==> src/rtl/wrr_lock_arbiter_if.sv <==
// Handshake bundle between N requesters, the weighted lock arbiter and the downstream port.
// lock_timeout exists only when WRR_LOCK_TIMEOUT_EN is defined.
interface wrr_lock_arbiter_if #(
    parameter int unsigned N        = 8,
    parameter int unsigned WEIGHT_W = 4,
    parameter int unsigned IDX_W    = (N > 1) ? $clog2(N) : 1
);
    logic [N-1:0]          req;
    logic [N-1:0]          req_last;
    logic [N*WEIGHT_W-1:0] weight;
    logic                  out_ready;
    logic [N-1:0]          gnt;
    logic [IDX_W-1:0]      gnt_idx;
    logic                  gnt_valid;
    logic                  locked;
`ifdef WRR_LOCK_TIMEOUT_EN
    logic                  lock_timeout;
`endif

    modport master (
`ifdef WRR_LOCK_TIMEOUT_EN
        input  lock_timeout,
`endif
        output req, req_last, weight, out_ready,
        input  gnt, gnt_idx, gnt_valid, locked
    );

    modport slave (
`ifdef WRR_LOCK_TIMEOUT_EN
        output lock_timeout,
`endif
        input  req, req_last, weight, out_ready,
        output gnt, gnt_idx, gnt_valid, locked
    );
endinterface

==> src/rtl/wrr_lock_arbiter.sv <==
// Weighted round-robin arbiter with per-packet grant lock onto one valid/ready port.
// Optional forced lock release after LOCK_TO idle locked cycles: define WRR_LOCK_TIMEOUT_EN.
module wrr_lock_arbiter #(
    parameter int unsigned N        = 8,
    parameter int unsigned WEIGHT_W = 4,
    parameter int unsigned IDX_W    = (N > 1) ? $clog2(N) : 1,
    parameter int unsigned LOCK_TO  = 64
) (
    input logic               clk,
    input logic               rst_n,
    wrr_lock_arbiter_if.slave bus
);

    logic [IDX_W-1:0]    ptr_q, ptr_d;
    logic [IDX_W-1:0]    owner_q, owner_d;
    logic                lock_q, lock_d;
    logic [WEIGHT_W-1:0] pkt_cnt_q, pkt_cnt_d;

    logic [N-1:0]        gnt_raw;
    logic [IDX_W-1:0]    gnt_sel;
    logic [IDX_W-1:0]    scan_idx;
    logic                found;
    logic                accept;
    logic                owner_drop;
    logic                force_release;
    logic [WEIGHT_W-1:0] weight_g;
    logic [WEIGHT_W:0]   weight_eff;
    logic [WEIGHT_W:0]   pkt_num;

    function automatic logic [IDX_W-1:0] next_idx(input logic [IDX_W-1:0] idx);
        return (32'(idx) >= N - 1) ? '0 : idx + 1'b1;
    endfunction

    // Grant path: owner only while locked, otherwise first requester at or after ptr.
    always_comb begin
        gnt_raw  = '0;
        gnt_sel  = '0;
        found    = 1'b0;
        scan_idx = '0;
        if (lock_q) begin
            if (bus.req[owner_q]) begin
                gnt_raw[owner_q] = 1'b1;
                gnt_sel          = owner_q;
            end
        end else begin
            for (int k = 0; k < int'(N); k++) begin
                scan_idx = IDX_W'((int'(ptr_q) + k) % int'(N));
                if (!found && bus.req[scan_idx]) begin
                    found             = 1'b1;
                    gnt_sel           = scan_idx;
                    gnt_raw[scan_idx] = 1'b1;
                end
            end
        end
        // Outputs must read zero for the whole reset assertion, not just after the next edge.
        if (!rst_n) begin
            gnt_raw = '0;
            gnt_sel = '0;
        end
    end

    assign accept     = (|gnt_raw) && bus.out_ready;
    assign owner_drop = lock_q && !bus.req[owner_q];
    assign weight_g   = bus.weight[32'(gnt_sel) * WEIGHT_W +: WEIGHT_W];
    assign weight_eff = (weight_g == '0) ? (WEIGHT_W + 1)'(1) : {1'b0, weight_g};
    assign pkt_num    = ((gnt_sel == owner_q) ? {1'b0, pkt_cnt_q} : '0) + 1'b1;

`ifdef WRR_LOCK_TIMEOUT_EN
    localparam int unsigned ToCntW = $clog2(LOCK_TO + 1);

    logic [ToCntW-1:0] to_cnt_q, to_cnt_d;

    always_comb begin
        to_cnt_d = to_cnt_q;
        if (!lock_q || accept) begin
            to_cnt_d = '0;
        end else if (32'(to_cnt_q) < LOCK_TO) begin
            to_cnt_d = to_cnt_q + 1'b1;
        end
    end

    always_ff @(posedge clk or negedge rst_n) begin
        if (!rst_n) begin
            to_cnt_q <= '0;
        end else begin
            to_cnt_q <= to_cnt_d;
        end
    end

    assign force_release    = lock_q && !accept && !owner_drop && (32'(to_cnt_q) >= LOCK_TO);
    assign bus.lock_timeout = force_release;
`else
    logic unused_lock_to;

    assign unused_lock_to = ^LOCK_TO;
    assign force_release  = 1'b0;
`endif

    always_comb begin
        ptr_d     = ptr_q;
        owner_d   = owner_q;
        lock_d    = lock_q;
        pkt_cnt_d = pkt_cnt_q;
        if (accept) begin
            owner_d = gnt_sel;
            if (!bus.req_last[gnt_sel]) begin
                lock_d = 1'b1;
                if (gnt_sel != owner_q) begin
                    pkt_cnt_d = '0;
                end
            end else begin
                lock_d = 1'b0;
                if (pkt_num >= weight_eff) begin
                    ptr_d     = next_idx(gnt_sel);
                    pkt_cnt_d = '0;
                end else begin
                    // Turn not used up: the owner keeps top priority for its next packet.
                    ptr_d     = gnt_sel;
                    pkt_cnt_d = pkt_num[WEIGHT_W-1:0];
                end
            end
        end else if (owner_drop || force_release) begin
            lock_d    = 1'b0;
            ptr_d     = next_idx(owner_q);
            pkt_cnt_d = '0;
        end
    end

    always_ff @(posedge clk or negedge rst_n) begin
        if (!rst_n) begin
            ptr_q     <= '0;
            owner_q   <= '0;
            lock_q    <= 1'b0;
            pkt_cnt_q <= '0;
        end else begin
            ptr_q     <= ptr_d;
            owner_q   <= owner_d;
            lock_q    <= lock_d;
            pkt_cnt_q <= pkt_cnt_d;
        end
    end

    assign bus.gnt       = gnt_raw;
    assign bus.gnt_idx   = gnt_sel;
    assign bus.gnt_valid = |gnt_raw;
    assign bus.locked    = lock_q;

endmodule

==> src/flat_wrapper.sv <==
// flat-port wrapper written by rule: the top's interface ports become plain ports
module wrr_lock_arbiter_flat 
#(
    parameter int unsigned N        = 8,
    parameter int unsigned WEIGHT_W = 4,
    parameter int unsigned IDX_W    = (N > 1) ? $clog2(N) : 1,
    parameter int unsigned LOCK_TO  = 64
)
  (clk, rst_n, bus_req, bus_req_last, bus_weight, bus_out_ready, bus_gnt, bus_gnt_idx, bus_gnt_valid, bus_locked);
  wrr_lock_arbiter_if #(.N(N), .WEIGHT_W(WEIGHT_W), .IDX_W(IDX_W)) bus_i ();
  input logic clk;
  input logic rst_n;
  input wire logic [$bits(bus_i.req)-1:0] bus_req;
  input wire logic [$bits(bus_i.req_last)-1:0] bus_req_last;
  input wire logic [$bits(bus_i.weight)-1:0] bus_weight;
  input wire logic [$bits(bus_i.out_ready)-1:0] bus_out_ready;
  output wire logic [$bits(bus_i.gnt)-1:0] bus_gnt;
  output wire logic [$bits(bus_i.gnt_idx)-1:0] bus_gnt_idx;
  output wire logic [$bits(bus_i.gnt_valid)-1:0] bus_gnt_valid;
  output wire logic [$bits(bus_i.locked)-1:0] bus_locked;
  assign bus_i.req = bus_req;
  assign bus_i.req_last = bus_req_last;
  assign bus_i.weight = bus_weight;
  assign bus_i.out_ready = bus_out_ready;
  assign bus_gnt = bus_i.gnt;
  assign bus_gnt_idx = bus_i.gnt_idx;
  assign bus_gnt_valid = bus_i.gnt_valid;
  assign bus_locked = bus_i.locked;
  wrr_lock_arbiter #(.N(N), .WEIGHT_W(WEIGHT_W), .IDX_W(IDX_W), .LOCK_TO(LOCK_TO)) u_core (.clk(clk), .rst_n(rst_n), .bus(bus_i));
endmodule
==> config.mk <==
export PLATFORM = sky130hd
export DESIGN_NAME = wrr_lock_arbiter_flat
export DESIGN_NICKNAME = d
export VERILOG_FILES = /design/src/rtl/wrr_lock_arbiter_if.sv /design/src/rtl/wrr_lock_arbiter.sv /design/src/flat_wrapper.sv
export SDC_FILE = /design/constraint.sdc
export NUM_CORES = 1
export LEC_CHECK = 0
export CAP_MARGIN = 0
export CORE_MARGIN = 2
export CORE_UTILIZATION = 30
export DETAILED_ROUTE_END_ITERATION = 16
export DONT_BUFFER_PORTS = 1
export GPL_ROUTABILITY_DRIVEN = 0
export SLEW_MARGIN = 40
export SYNTH_ARGS = -nofsm -noshare
export SYNTH_HDL_FRONTEND = slang
export SYNTH_SLANG_ARGS = --single-unit
==> constraint.sdc <==
create_clock -name clk -period 13.4 [get_ports clk]
set_input_delay 0.67 -clock clk [delete_from_list [all_inputs] [get_ports clk]]
set_output_delay 0.67 -clock clk [all_outputs]
set_load 0.02 [all_outputs]
# [Word level (Yosys, flattened, before mapping)]
# Cells that the tools add are included.
[classes] addsub=10 n_lt_le_gt_ge=22 n_eq_ne=4 n_shift=1 muxes=97 bitwise=7 reduce_logical=31
[op_table] cell="$mux W8" count=18
[op_table] cell="$or A8 B8 Y8" count=7
[op_table] cell="$mux W3" count=17
[op_table] cell="$lt A3 B4 Y1 const B" count=10
[op_table] cell="$mux W1" count=36
[op_table] cell="$shiftx A32 B6 Y4" count=1
[op_table] cell="$bmux W1 S3" count=10
[op_table] cell="$mux W4" count=7
[op_table] cell="$demux W1 S3" count=9
[op_table] cell="$ge A3 B1 Y1 const B" count=9
[op_table] cell="$logic_and A1 B1 Y1" count=18
[op_table] cell="$add A3 B3 Y3 const B" count=4
[op_table] cell="$add A3 B1 Y3 const B" count=3
[op_table] cell="$logic_not A1 Y1" count=8
[op_table] cell="$reduce_or A8 Y1" count=1
[op_table] cell="$add A3 B2 Y3 const B" count=2
[op_table] cell="$ge A3 B3 Y1 const B" count=2
[op_table] cell="$add A5 B1 Y5 const B" count=1
[op_table] cell="$ge A5 B5 Y1" count=1
[op_table] cell="$logic_not A4 Y1" count=1
[op_table] cell="$reduce_and A2 Y1" count=2
[op_table] cell="$eq A3 B3 Y1" count=1
[op_table] cell="$ne A3 B3 Y1" count=1
[op_table] cell="$ne A3 B3 Y1 const B" count=1
[op_table] cell="2 further kinds" count=2
[totals] ff_bits=11 elab_cells=176

# [Longest topological paths before layout]
# Gate-level depths: netlist of the first run.
[logic_depth] depth_word=40 ltp_mapped=28 depth_no_buf=23

# [Worst setup path after synthesis of the first run]
# Ideal clock, no wire load.
[synth_path] path_type="reg2reg" startpoint="reg u_core.ptr_q[1]" endpoint="reg u_core.ptr_q[2]" t_arrival_ns=5.725 setup_slack_ns=7.557 stages_incl_launch_ff=27 n_path_buf=5 synth_period_minus_slack_ns=5.843 path_cell_list="dfrtp_1 > buf_6 > buf_4 > inv_1 > ha_1 > buf_2 > clkbuf_1 > mux4_2 > a32oi_1 > o2111a_1 > o2111a_1 > a211oi_2 > nor2_2 > buf_4 > mux2i_1 > a22oi_1 > o21ai_1 > a31o_2 > ha_1 > nand2b_1 > a21o_1 > a21o_1 > a21oi_1 > o31ai_2 > mux2i_1 > o32ai_1 > a21o_1"
[synth_via] elab_chain_len=40 elab_cells_between_ends=145 cone_classes="add/sub (9); order compare (18); eq/ne (2); shift (1); mux (81); bitwise (7); reduce/logical (27)"
[synth_rtl] item="start: declaration" line_no="wrr_lock_arbiter.sv:14" source="logic [IDX_W-1:0] ptr_q, ptr_d;"
[synth_rtl] item="start signal: assignment" line_no="wrr_lock_arbiter.sv:136" source="ptr_q <= ptr_d;"
[synth_rtl] item="parallel branches: the longest is 30 deep, another holds $add A3 B1 Y3"
[synth_rtl] item="$mux W3 (*)" line_no="wrr_lock_arbiter.sv:48" source="if (!found && bus.req[scan_idx]) begin"
[synth_rtl] item="$mux W3 (*)" line_no="wrr_lock_arbiter.sv:40" source="if (lock_q) begin"
[synth_rtl] item="$mux W3 (*)" line_no="wrr_lock_arbiter.sv:56" source="if (!rst_n) begin"
[synth_rtl] item="net bus_gnt_idx[1]" line_no="flat_wrapper.sv:18" source="output wire logic [$bits(bus_i.gnt_idx)-1:0] bus_gnt_idx;"
[synth_rtl] item="$shiftx A32 B6 Y4 / $eq A3 B3 Y1 (equally long branches)" line_no="wrr_lock_arbiter.sv:64, wrr_lock_arbiter.sv:66"
[synth_rtl] item="$logic_not A4 Y1 / $mux W4 (equally long branches)" line_no="wrr_lock_arbiter.sv:65, wrr_lock_arbiter.sv:66"
[synth_rtl] item="$mux W4 / $add A5 B1 Y5 (equally long branches)" line_no="wrr_lock_arbiter.sv:65, wrr_lock_arbiter.sv:66"
[synth_rtl] item="$ge A5 B5 Y1" line_no="wrr_lock_arbiter.sv:113" source="if (pkt_num >= weight_eff) begin"
[synth_rtl] item="$mux W3" line_no="wrr_lock_arbiter.sv:113"
[synth_rtl] item="$mux W3" line_no="wrr_lock_arbiter.sv:106" source="if (!bus.req_last[gnt_sel]) begin"
[synth_rtl] item="$mux W3" line_no="wrr_lock_arbiter.sv:104" source="if (accept) begin"
# Mark *: on every way through the listed nets, which the timed path passes. The select of a mux whose other input is x is not followed.
# A chain may end at the register's enable or synchronous reset.

# [Worst setup path in the final report of the first run]
[layout_path] startpoint="reg u_core.ptr_q[2]" endpoint="reg u_core.ptr_q[2]"
# The elaborated chain is that of the path after synthesis.

==> out/results.txt, run 1 <==
cell count after placement: 558
clock sinks: 11
clock tree skew after final layout: 0.00260 ns
number of buffers added for setup after CTS: 0
post-synthesis instance area: 3600 um^2
setup repair after global routing missed its margin: no
IR Drop Worst-Case VDD: 0.000150 V
gr ovfl total: 0
Detailed Routing Iterations Pass 1: 6
initial core utilization: 30.3%
antenna violations before repair: 0
total negative setup slack: 0 ns
# resized after CTS: 0
number of synthesized flops with an enable pin: 0
total nets after synthesis: 506
sequential fraction of the synthesis area: 7.65%
largest net degree at the start of global routing: 42
data required time at the worst endpoint: 13.53 ns
power density normalized to cell area: 315 nW/um^2
cell type with the largest total area after synthesis: sky130_fd_sc_hd__mux2i_1
Die Area: 12900 um^2
Min-Delay Path Class: primary input to async pin
routed vias: 3771
post-route minimum period: 6.87 ns
number of DRC markers in iteration 0: 359
number of warning messages in the yosys log: 0
CTS H-tree depth: 1
slew at the pin closest to its max-slew limit: 0.870 ns
final worst-path cycle share: 51.3%
Core Region: 11900 um^2
cell at the root of the clock tree: sky130_fd_sc_hd__clkbuf_16
vias in the first global route: 3618
final count of negative-setup-slack endpoints: 0
synthesis-to-layout area growth: 3.82%
std cell rows: 40
Global Route Usage Sum: 18.1%
CTS tree: done
Die X-Extent: 114 um
number of hold-slack violations in the final timing report: 0
Synth Flop Type: sky130_fd_sc_hd__dfrtp_1
Post-Synthesis Mean Instance Area: 8.18 um^2
DRT antenna net count: 0
wirelength, routed: 11900 um
hold buffers post-CTS: 0
worst setup path category: flip-flop to flip-flop
via density per instance: 6.71
kind of end point of the critical path: flip-flop
share of Yosys cell area claimed by the top area cell type: 12.0%
Worst Path Arrival: 7.00 ns
number of filler cells placed in the layout: 1184
diodes inserted: 0
number of buffers added by the clock tree synthesis step: 3
length of routed met3 wiring: 836 um
die height: 114 um
Top Layer Used: met4
share of synthesized flip-flops with an asynchronous set or reset: 100%
count of buffers inserted at the top-level ports: 0
final HPWL from detailed placement: 8950 um
final cell count without fillers: 562
leakage power: 0.00136 uW
worst skew pair latency: 0.24 ns
residual DRC count: 0
Longest Clk Path Bufs: 2
headroom to the max-slew limit: 41.2%
wire length on met2: 5570 um
pins over their slew limit: 0
fraction of final layout cells sized beyond drive strength 1: 16.9%
Synth Instances: 440
crit-path max FO: 15
total number of nets in the final design: 482
Final Total Pwr: 1180 uW
fmax: 146 MHz
clock-pin transition on the worst setup and hold timing paths: 0.05 ns
final routed wire length divided by cell count: 21.1 um
Worst Setup Start Kind: flip-flop
I/O pins: 64
Metal-1 WL: 4560 um
result of the run: finished clean
sequential cell area: 275 um^2
post-synthesis cell type count: 80
max cap viols: 0
wire length of the first global-routing pass: 19000 um
area occupied by multi-input gates: 3080 um^2
cells taking the most area after synthesis: sky130_fd_sc_hd__mux2i_1 12%, sky130_fd_sc_hd__mux4_2 12%, sky130_fd_sc_hd__dfrtp_1 7.6%, sky130_fd_sc_hd__ha_1 5.2%, sky130_fd_sc_hd__mux2_2 4.4%
post-synthesis sequential element count: 11
## layout make-up
class	instances	share of cell area (%)
clock buffers	3	2.01
repair buffers	9	1.64
well taps	147	4.92
inverters	13	1.44
flip-flops and latches	11	7.37
multi-input cells	378	82.5
clock inverters	1	0.134
## synthesized netlist by cell type (3+ instances only)
master and count:
sky130_fd_sc_hd__a211oi_1 8, sky130_fd_sc_hd__a21boi_0 3, sky130_fd_sc_hd__a21o_1 7, sky130_fd_sc_hd__a21oi_1 18, sky130_fd_sc_hd__a22o_1 3, sky130_fd_sc_hd__a31o_2 4
sky130_fd_sc_hd__a31oi_1 4, sky130_fd_sc_hd__a32o_1 4, sky130_fd_sc_hd__a41oi_1 3, sky130_fd_sc_hd__and2_1 7, sky130_fd_sc_hd__and3_1 7, sky130_fd_sc_hd__buf_2 5
sky130_fd_sc_hd__buf_6 5, sky130_fd_sc_hd__clkbuf_1 25, sky130_fd_sc_hd__dfrtp_1 11, sky130_fd_sc_hd__ha_1 15, sky130_fd_sc_hd__inv_1 9, sky130_fd_sc_hd__mux2_2 14
sky130_fd_sc_hd__mux2_4 3, sky130_fd_sc_hd__mux2i_1 43, sky130_fd_sc_hd__mux4_2 19, sky130_fd_sc_hd__nand2_1 42, sky130_fd_sc_hd__nand2b_1 3, sky130_fd_sc_hd__nand3_1 23
sky130_fd_sc_hd__nand4_1 10, sky130_fd_sc_hd__nor2_1 29, sky130_fd_sc_hd__nor2b_1 8, sky130_fd_sc_hd__nor3_1 5, sky130_fd_sc_hd__nor3b_1 3, sky130_fd_sc_hd__nor4_1 4
sky130_fd_sc_hd__o2111ai_1 4, sky130_fd_sc_hd__o211ai_1 5, sky130_fd_sc_hd__o21ai_0 14, sky130_fd_sc_hd__o21ai_1 3, sky130_fd_sc_hd__o22ai_1 4, sky130_fd_sc_hd__o41ai_1 4
sky130_fd_sc_hd__xnor2_1 3
## critical path, cell delays in order (launching register included)
cell	delay, ns
sky130_fd_sc_hd__dfrtp_1	0.67
sky130_fd_sc_hd__clkinv_1	0.36
sky130_fd_sc_hd__ha_1	0.47
sky130_fd_sc_hd__inv_1	0.15
sky130_fd_sc_hd__mux4_2	0.66
sky130_fd_sc_hd__nor3_4	0.47
sky130_fd_sc_hd__nand3_1	0.30
sky130_fd_sc_hd__a32oi_1	0.32
sky130_fd_sc_hd__a31oi_1	0.13
sky130_fd_sc_hd__buf_4	0.22
sky130_fd_sc_hd__inv_1	0.56
sky130_fd_sc_hd__and2_1	0.22
sky130_fd_sc_hd__a211oi_1	0.05
sky130_fd_sc_hd__a211oi_1	0.21
sky130_fd_sc_hd__a21oi_1	0.09
sky130_fd_sc_hd__a31o_2	0.22
sky130_fd_sc_hd__ha_1	0.26
sky130_fd_sc_hd__nand2b_1	0.14
sky130_fd_sc_hd__a21o_1	0.17
sky130_fd_sc_hd__a21o_1	0.16
sky130_fd_sc_hd__a21oi_1	0.23
sky130_fd_sc_hd__o31ai_2	0.20
sky130_fd_sc_hd__mux2i_1	0.20
sky130_fd_sc_hd__o32ai_1	0.10
sky130_fd_sc_hd__a21o_1	0.17
## power breakdown
group	internal, uW	switching [uW]	leakage [uW]
logic	400	647	0.00117
clock network	39.7	16.7	0.0000409
registers	44.7	30.3	0.000147
total	484	694	0.00136
## flip-flops by register name (all words and copies together) (netlist names)
| name | flops |
|---|---|
| u_core.pkt_cnt_q | 4 |
| u_core.bus.locked | 1 |
| u_core.ptr_q | 3 |
| u_core.owner_q | 3 |
## metrics by stage
step                util, %  setup slack (ns)  hold WS [ns]  instance area (um^2)
finish                 31.5              6.53         0.119                  3740
global route           31.5              6.07         0.110                  3740
CTS                    31.4              6.61         0.117                  3730
detailed placement     30.7              6.65         0.375                  3650
global placement       30.6              6.86         0.375                  3630
floorplan                 -              7.56         0.374                  3600
## routing by layer
layer  track usage [%]  up-vias
met5                 0        -
met4              12.0        0
met3              2.82       79
met2              29.7      200
met1              22.0     1802
li1                  -     1690
## layout by cell type (no fill, tap or decap), types with 10 or more instances in the layout
cell and n:
sky130_fd_sc_hd__nand2_1 42, sky130_fd_sc_hd__a21oi_1 18, sky130_fd_sc_hd__nand3_1 23, sky130_fd_sc_hd__ha_1 14, sky130_fd_sc_hd__dfrtp_1 11, sky130_fd_sc_hd__mux2i_1 43
sky130_fd_sc_hd__nor2_1 29, sky130_fd_sc_hd__mux2_2 14, sky130_fd_sc_hd__mux4_2 19, sky130_fd_sc_hd__o21ai_0 14, sky130_fd_sc_hd__nand4_1 10
## final timing paths
path,startpoint,to,cells past startpoint,slack (ns)
max,u_core.ptr_q[2],u_core.ptr_q[2],24,6.53
min,rst_n,u_core.pkt_cnt_q[0],0,0.12
max reg2reg,u_core.ptr_q[2],u_core.ptr_q[2],24,6.53
min reg2reg,u_core.pkt_cnt_q[2],u_core.pkt_cnt_q[2],2,0.56
max in group asynchronous,rst_n,u_core.ptr_q[1],0,13.21
min in group clk,u_core.pkt_cnt_q[2],u_core.pkt_cnt_q[2],2,0.56
## logic make-up after synthesis
logic type               synth area share, %
multiplexers                            29.5
flip-flops                              7.65
XOR/XNOR                                1.22
adder cells (fa/ha/maj)                 5.22
AND/OR/NAND/NOR                         22.2
buffers and inverters                   7.20
AO/OA/AOI/OAI                           27.1
Power figures use the tool's default switching activity.
==> inputs of run 2 (changes only) <==
==> constraint.sdc (replaced) <==
create_clock -name clk -period 7.2 [get_ports clk]
set_input_delay 0.36 -clock clk [delete_from_list [all_inputs] [get_ports clk]]
set_output_delay 0.36 -clock clk [all_outputs]
set_load 0.02 [all_outputs]
==> out/results.txt, run 2 (same netlist as run 1, synthesis figures left out) <==
crit-path cells: clkinv_1 -> ha_1 -> inv_1 -> mux4_2 -> nor3_4 -> nand3_1 -> a32oi_1 -> a31oi_1 -> buf_4 -> inv_1 -> and2_1 -> a211oi_1 -> a211oi_1 -> a21oi_1 -> a31o_2 -> ha_1 -> nand2b_1 -> a21o_1 -> a21o_1 -> a21oi_1 -> o31ai_2 -> mux2i_1 -> o32ai_1 -> a21o_1
clock tree skew after final layout: 0.000733 ns
pins over their slew limit: 0
clock-pin transition on the worst setup and hold timing paths: 0.04 ns
diodes inserted: 0
capturing element of the worst setup path: u_core.ptr_q[0]
clock sinks: 11
number of hold-slack violations in the final timing report: 0
vias in the first global route: 3545
worst setup path startpoint: u_core.ptr_q[2]
sequential cell area: 275 um^2
via density per instance: 6.68
CP delay by family, top: compound AO/OA/AOI/OAI gates
initial core utilization: 30.3%
setup repair after global routing missed its margin: no
final routed wire length divided by cell count: 20.6 um
largest registers: u_core.pkt_cnt_q (4), u_core.owner_q (3), u_core.ptr_q (3)
data required time at the worst endpoint: 7.33 ns
antenna violations before repair: 0
max reg flops: 4
headroom to the max-slew limit: 40.4%
most common cell after layout, fill and taps aside: sky130_fd_sc_hd__mux2i_1
gr ovfl total: 0
critical register-to-register path startpoint: u_core.ptr_q[2]
Worst Path Arrival: 6.79 ns
CTS tree: done
# resized after CTS: 0
number of filler cells placed in the layout: 1215
Longest Clk Path Bufs: 2
buffer and inverter count on the worst path: 4
count of buffers inserted at the top-level ports: 0
final worst hold slack: 0.334 ns
die height: 114 um
number of buffers added by the clock tree synthesis step: 3
leakage power: 0.00140 uW
synthesis-to-layout area growth: 5.46%
DRT antenna net count: 0
I/O pins: 64
post-route minimum period: 6.67 ns
slowest library cell on the worst path: sky130_fd_sc_hd__dfrtp_1
register name with the most flops: u_core.pkt_cnt_q
worst setup path category: flip-flop to flip-flop
Worst Setup Start Kind: flip-flop
final count of negative-setup-slack endpoints: 0
max cap viols: 0
largest net degree at the start of global routing: 27
Reg2Reg Depth: 24
wire length of the first global-routing pass: 18800 um
Detailed Routing Iterations Pass 1: 10
fmax: 150 MHz
routed vias: 3806
Min-Delay Path Class: primary input to flip-flop
slowest cell delay on critical path: 0.66 ns
worst skew pair latency: 0.24 ns
final worst-path cycle share: 92.6%
reg-to-reg setup timing slack: 0.53 ns
power density normalized to cell area: 589 nW/um^2
wirelength, routed: 11700 um
Die Area: 12900 um^2
std cell rows: 40
kind of end point of the critical path: flip-flop
total number of nets in the final design: 490
area occupied by multi-input gates: 3080 um^2
Core Region: 11900 um^2
total number of cells along the worst setup path: 24
R2R Path End: u_core.ptr_q[0]
Die X-Extent: 114 um
CTS H-tree depth: 1
cell repeated most along the worst path: sky130_fd_sc_hd__a21o_1
crit-path max FO: 15
result of the run: finished clean
IR Drop Worst-Case VDD: 0.000227 V
residual DRC count: 0
top library cells by usage in the layout, fill and taps aside: 43 x sky130_fd_sc_hd__mux2i_1, 42 x sky130_fd_sc_hd__nand2_1, 29 x sky130_fd_sc_hd__nor2_1, 23 x sky130_fd_sc_hd__nand3_1, 19 x sky130_fd_sc_hd__mux4_2
fraction of final layout cells sized beyond drive strength 1: 17.7%
total negative setup slack: 0 ns
slew at the pin closest to its max-slew limit: 0.882 ns
cell at the root of the clock tree: sky130_fd_sc_hd__clkbuf_16
final HPWL from detailed placement: 8980 um
Global Route Usage Sum: 17.7%
number of DRC markers in iteration 0: 427
==> run 2: how the worst min path moves through the flow <==
| stage | start | endpoint | slack, ns | cells past startpoint |
|---|---|---|---|---|
| floorplan | rst_n | u_core.bus.locked | 0.06 | 0 |
| global placement | rst_n | u_core.owner_q[1] | 0.06 | 0 |
| detailed placement | rst_n | u_core.owner_q[1] | 0.06 | 0 |
| CTS | bus_out_ready | u_core.owner_q[0] | 0.33 | 2 |
| global route | bus_out_ready | u_core.owner_q[2] | 0.35 | 2 |
| finish | bus_out_ready | u_core.owner_q[0] | 0.33 | 2 |
==> run 2: cell type report <==
| cell class | instances | area share, % |
|---|---|---|
| Tap cell | 147 | 4.85 |
| Clock buffer | 4 | 2.08 |
| Inverter | 13 | 1.42 |
| Sequential cell | 11 | 7.25 |
| Timing Repair Buffer | 17 | 3.26 |
| Multi-Input combinational cell | 378 | 81.1 |
==> run 2: per-stage QoR <==
stage          instance area, um^2  instances  power, uW  utilization (%)  setup slack (ns)
5_1_grt                       3790        570       2390             32.0            0.0383
2_1_floorplan                 3600        440       1670                -              1.36
4_1_cts                       3790        570       2190             31.9             0.578
3_3_place_gp                  3680        563       2050             31.0             0.777
3_5_place_dp                  3700        565       2080             31.2             0.615
6_report                      3790        570       2240             32.0             0.532
==> run 2: power breakdown <==
part	leakage, uW	total (uW)	switching (uW)	internal (uW)
Combinational	0.00122	1980	1200	781
Sequential	0.000147	147	63.9	83.0
Clock	0.0000382	104	29.1	74.5
==> run 2: routing by layer <==
layer  GRT usage [%]  wire length [um]
met1            21.9              4580
met2            30.3              5670
met5               0                 0
met4            7.72               506
met3            3.08               965
==> run 2: timing repair <==
action	in CTS	in global routing
hold buffers	1	0
setup buffers	0	0
hold endpoints to repair	11	0
==> run 2: worst reg2reg max path, cell delays in order (launching register included) <==
cell and delay, ns:
sky130_fd_sc_hd__dfrtp_1 0.66, sky130_fd_sc_hd__clkinv_1 0.37, sky130_fd_sc_hd__ha_1 0.47, sky130_fd_sc_hd__inv_1 0.15, sky130_fd_sc_hd__mux4_2 0.66, sky130_fd_sc_hd__nor3_4 0.44
sky130_fd_sc_hd__nand3_1 0.27, sky130_fd_sc_hd__a32oi_1 0.32, sky130_fd_sc_hd__a31oi_1 0.13, sky130_fd_sc_hd__buf_4 0.22, sky130_fd_sc_hd__inv_1 0.45, sky130_fd_sc_hd__and2_1 0.21
sky130_fd_sc_hd__a211oi_1 0.05, sky130_fd_sc_hd__a211oi_1 0.21, sky130_fd_sc_hd__a21oi_1 0.08, sky130_fd_sc_hd__a31o_2 0.21, sky130_fd_sc_hd__ha_1 0.25, sky130_fd_sc_hd__nand2b_1 0.14
sky130_fd_sc_hd__a21o_1 0.18, sky130_fd_sc_hd__a21o_1 0.18, sky130_fd_sc_hd__a21oi_1 0.22, sky130_fd_sc_hd__o31ai_2 0.19, sky130_fd_sc_hd__mux2i_1 0.21, sky130_fd_sc_hd__o32ai_1 0.09
sky130_fd_sc_hd__a21o_1 0.18
==> inputs of run 3 (changes only) <==
--- a/config.mk
+++ b/config.mk
@@ -5,9 +5,11 @@
 export SDC_FILE = /design/constraint.sdc
 export NUM_CORES = 1
 export LEC_CHECK = 0
+export ABC_AREA = 1
 export CAP_MARGIN = 0
 export CORE_MARGIN = 2
 export CORE_UTILIZATION = 30
+export CTS_BUF_LIST = sky130_fd_sc_hd__clkbuf_8
 export DETAILED_ROUTE_END_ITERATION = 16
 export DONT_BUFFER_PORTS = 1
 export GPL_ROUTABILITY_DRIVEN = 0
==> out/results.txt, run 3 <==
largest registers: u_core.pkt_cnt_q (4), u_core.owner_q (3), u_core.ptr_q (3)
number of filler cells placed in the layout: 1024
cell type with the largest total area after synthesis: sky130_fd_sc_hd__nand2_1
number of synthesized flops with an enable pin: 0
total non-filler cell area in the finished layout: 2980 um^2
wire length of the first global-routing pass: 14300 um
Core Region: 9240 um^2
cells taking the most area after synthesis: sky130_fd_sc_hd__nand2_1 26%, sky130_fd_sc_hd__dfrtp_1 9.7%, sky130_fd_sc_hd__nand3_1 9.7%, sky130_fd_sc_hd__ha_1 6.6%, sky130_fd_sc_hd__nor2_1 6.6%
Worst Setup Start Kind: flip-flop
total number of cells along the worst setup path: 30
max reg flops: 4
reg-to-reg setup timing slack: 0.91 ns
worst setup path category: flip-flop to flip-flop
via density per instance: 5.27
Post-Synthesis Mean Instance Area: 5.30 um^2
max cap viols: 0
clock sinks: 11
number of buffers added by the clock tree synthesis step: 3
diodes inserted: 0
final HPWL from detailed placement: 7140 um
wirelength, routed: 9010 um
share of Yosys cell area claimed by the top area cell type: 26.5%
cell at the root of the clock tree: sky130_fd_sc_hd__clkbuf_8
cell repeated most along the worst path: sky130_fd_sc_hd__nand2_1
top cell types by occurrence after synthesis: 201 x sky130_fd_sc_hd__nand2_1, 55 x sky130_fd_sc_hd__nand3_1, 50 x sky130_fd_sc_hd__nor2_1
cell count after placement: 650
synthesis-to-layout area growth: 4.48%
routed vias: 3450
number of DRC markers in iteration 0: 249
number of buffers added for setup after CTS: 0
slowest library cell on the worst path: sky130_fd_sc_hd__dfrtp_1
pins over their slew limit: 0
post-synthesis sequential element count: 11
fmax: 159 MHz
CP delay by family, top: simple AND/OR/NAND/NOR gates
CTS tree: done
final cell count without fillers: 655
std cell rows: 35
worst setup path startpoint: u_core.ptr_q[0]
CTS H-tree depth: 1
Global Route Usage Sum: 16.9%
final worst-path cycle share: 87.3%
Synth Flop Type: sky130_fd_sc_hd__dfrtp_1
slowest cell delay on critical path: 0.81 ns
Worst Path Arrival: 6.46 ns
top library cells by usage in the layout, fill and taps aside: 201 x sky130_fd_sc_hd__nand2_1, 55 x sky130_fd_sc_hd__nand3_1, 50 x sky130_fd_sc_hd__nor2_1, 44 x sky130_fd_sc_hd__inv_1, 28 x sky130_fd_sc_hd__a21oi_1
total number of nets in the final design: 593
Reg2Reg Depth: 30
count of buffers inserted at the top-level ports: 0
worst skew pair latency: 0.24 ns
headroom to the max-slew limit: 50.7%
share of synthesized flip-flops with an asynchronous set or reset: 100%
fraction of final layout cells sized beyond drive strength 1: 10.1%
most common cell after layout, fill and taps aside: sky130_fd_sc_hd__nand2_1
Longest Clk Path Bufs: 2
critical register-to-register path startpoint: u_core.ptr_q[0]
register name with the most flops: u_core.pkt_cnt_q
initial core utilization: 30.8%
vias in the first global route: 3028
die height: 101 um
Detailed Routing Iterations Pass 1: 5
Die Area: 10300 um^2
total negative setup slack: 0 ns
sequential fraction of the synthesis area: 9.66%
DRT antenna net count: 0
buffer and inverter count on the worst path: 4
Synth Instances: 538
Min-Delay Path Class: primary input to flip-flop
capturing element of the worst setup path: u_core.pkt_cnt_q[0]
total nets after synthesis: 604
R2R Path End: u_core.pkt_cnt_q[0]
clock tree skew after final layout: 0.00791 ns
Die X-Extent: 101 um
crit-path max FO: 24
kind of end point of the critical path: flip-flop
clock-pin transition on the worst setup and hold timing paths: 0.05 ns
final routed wire length divided by cell count: 13.8 um
number of hold-slack violations in the final timing report: 0
cell with the most instances after synthesis: sky130_fd_sc_hd__nand2_1
gr ovfl total: 0
final count of negative-setup-slack endpoints: 0
post-synthesis cell type count: 39
post-route minimum period: 6.29 ns
setup repair after global routing missed its margin: no
post-synthesis instance area: 2850 um^2
I/O pins: 64
slew at the pin closest to its max-slew limit: 0.739 ns
residual DRC count: 0
data required time at the worst endpoint: 7.37 ns
result of the run: finished clean
number of warning messages in the yosys log: 0
antenna violations before repair: 0
placed inst area: 2920 um^2
largest net degree at the start of global routing: 25
[run 3: cell types whose count changed in the layout (fill, tap and decap cells not counted), sizes merged, moves of 11 or more]
cell,delta
inv,+46
mux4,-19
nand2,+172
buf,-16
nor2,+27
a21oi,+11
nand3,+41
mux2i,-43
nor3,+11
mux2,-17
[run 3: layout make-up]
cell class / count / area (um^2) / share of cell area (%)
Multi-Input combinational cell: 451 / 2260 / 75.9
Sequential cell: 11 / 275 / 9.25
Clock buffer: 3 / 41.3 / 1.39
Clock inverter: 1 / 5.00 / 0.168
Tap cell: 129 / 161 / 5.42
Timing Repair Buffer: 1 / 10.0 / 0.336
Inverter: 59 / 224 / 7.52
[run 3: kinds of logic after synthesis]
family / after synthesis / share of synthesized area (%)
xor+xnor: 2 / 0.615
simple gates: 370 / 58.7
compound gates: 64 / 13.4
buf+inv: 76 / 11.0
flops: 11 / 9.66
fa+ha+maj: 15 / 6.59
[run 3: timing repair]
| action | 4_1_cts | 5_1_grt |
|---|---|---|
| hold buffers | 1 | 0 |
| endpoints found under the hold margin | 11 | 0 |
| resized for setup | 0 | 0 |
| endpoints found under the setup margin | 0 | 0 |
[run 3: worst min-delay path by stage]
stage	cells past startpoint	slack (ns)	startpoint	endpoint
after floorplan	0	0.06	rst_n	u_core.bus.locked
after global placement	0	0.06	rst_n	u_core.pkt_cnt_q[0]
after global routing	2	0.50	bus_out_ready	u_core.owner_q[2]
final	2	0.47	bus_out_ready	u_core.owner_q[2]
after CTS	2	0.47	bus_out_ready	u_core.bus.locked
after detailed placement	0	0.06	rst_n	u_core.pkt_cnt_q[0]
[run 3: per-stage QoR]
stage	utilization [%]	hold slack, ns	worst slack (ns)
after floorplan	-	0.0644	2.65
after global placement	31.6	0.0648	1.24
after detailed placement	31.6	0.0648	0.974
after CTS	32.2	0.474	0.955
after global routing	32.2	0.500	0.279
final	32.2	0.469	0.913
[run 3: per-layer routing]
metal  track usage, %  part of all wire, %
met1             21.5                   41
met2             31.4                   50
met3             1.17                  7.9
met4             3.12                  1.4
met5                0                    0
Power of run 3 is not shown: default switching activity piles up to over one toggle a cycle in this logic, so the estimate is an artifact.
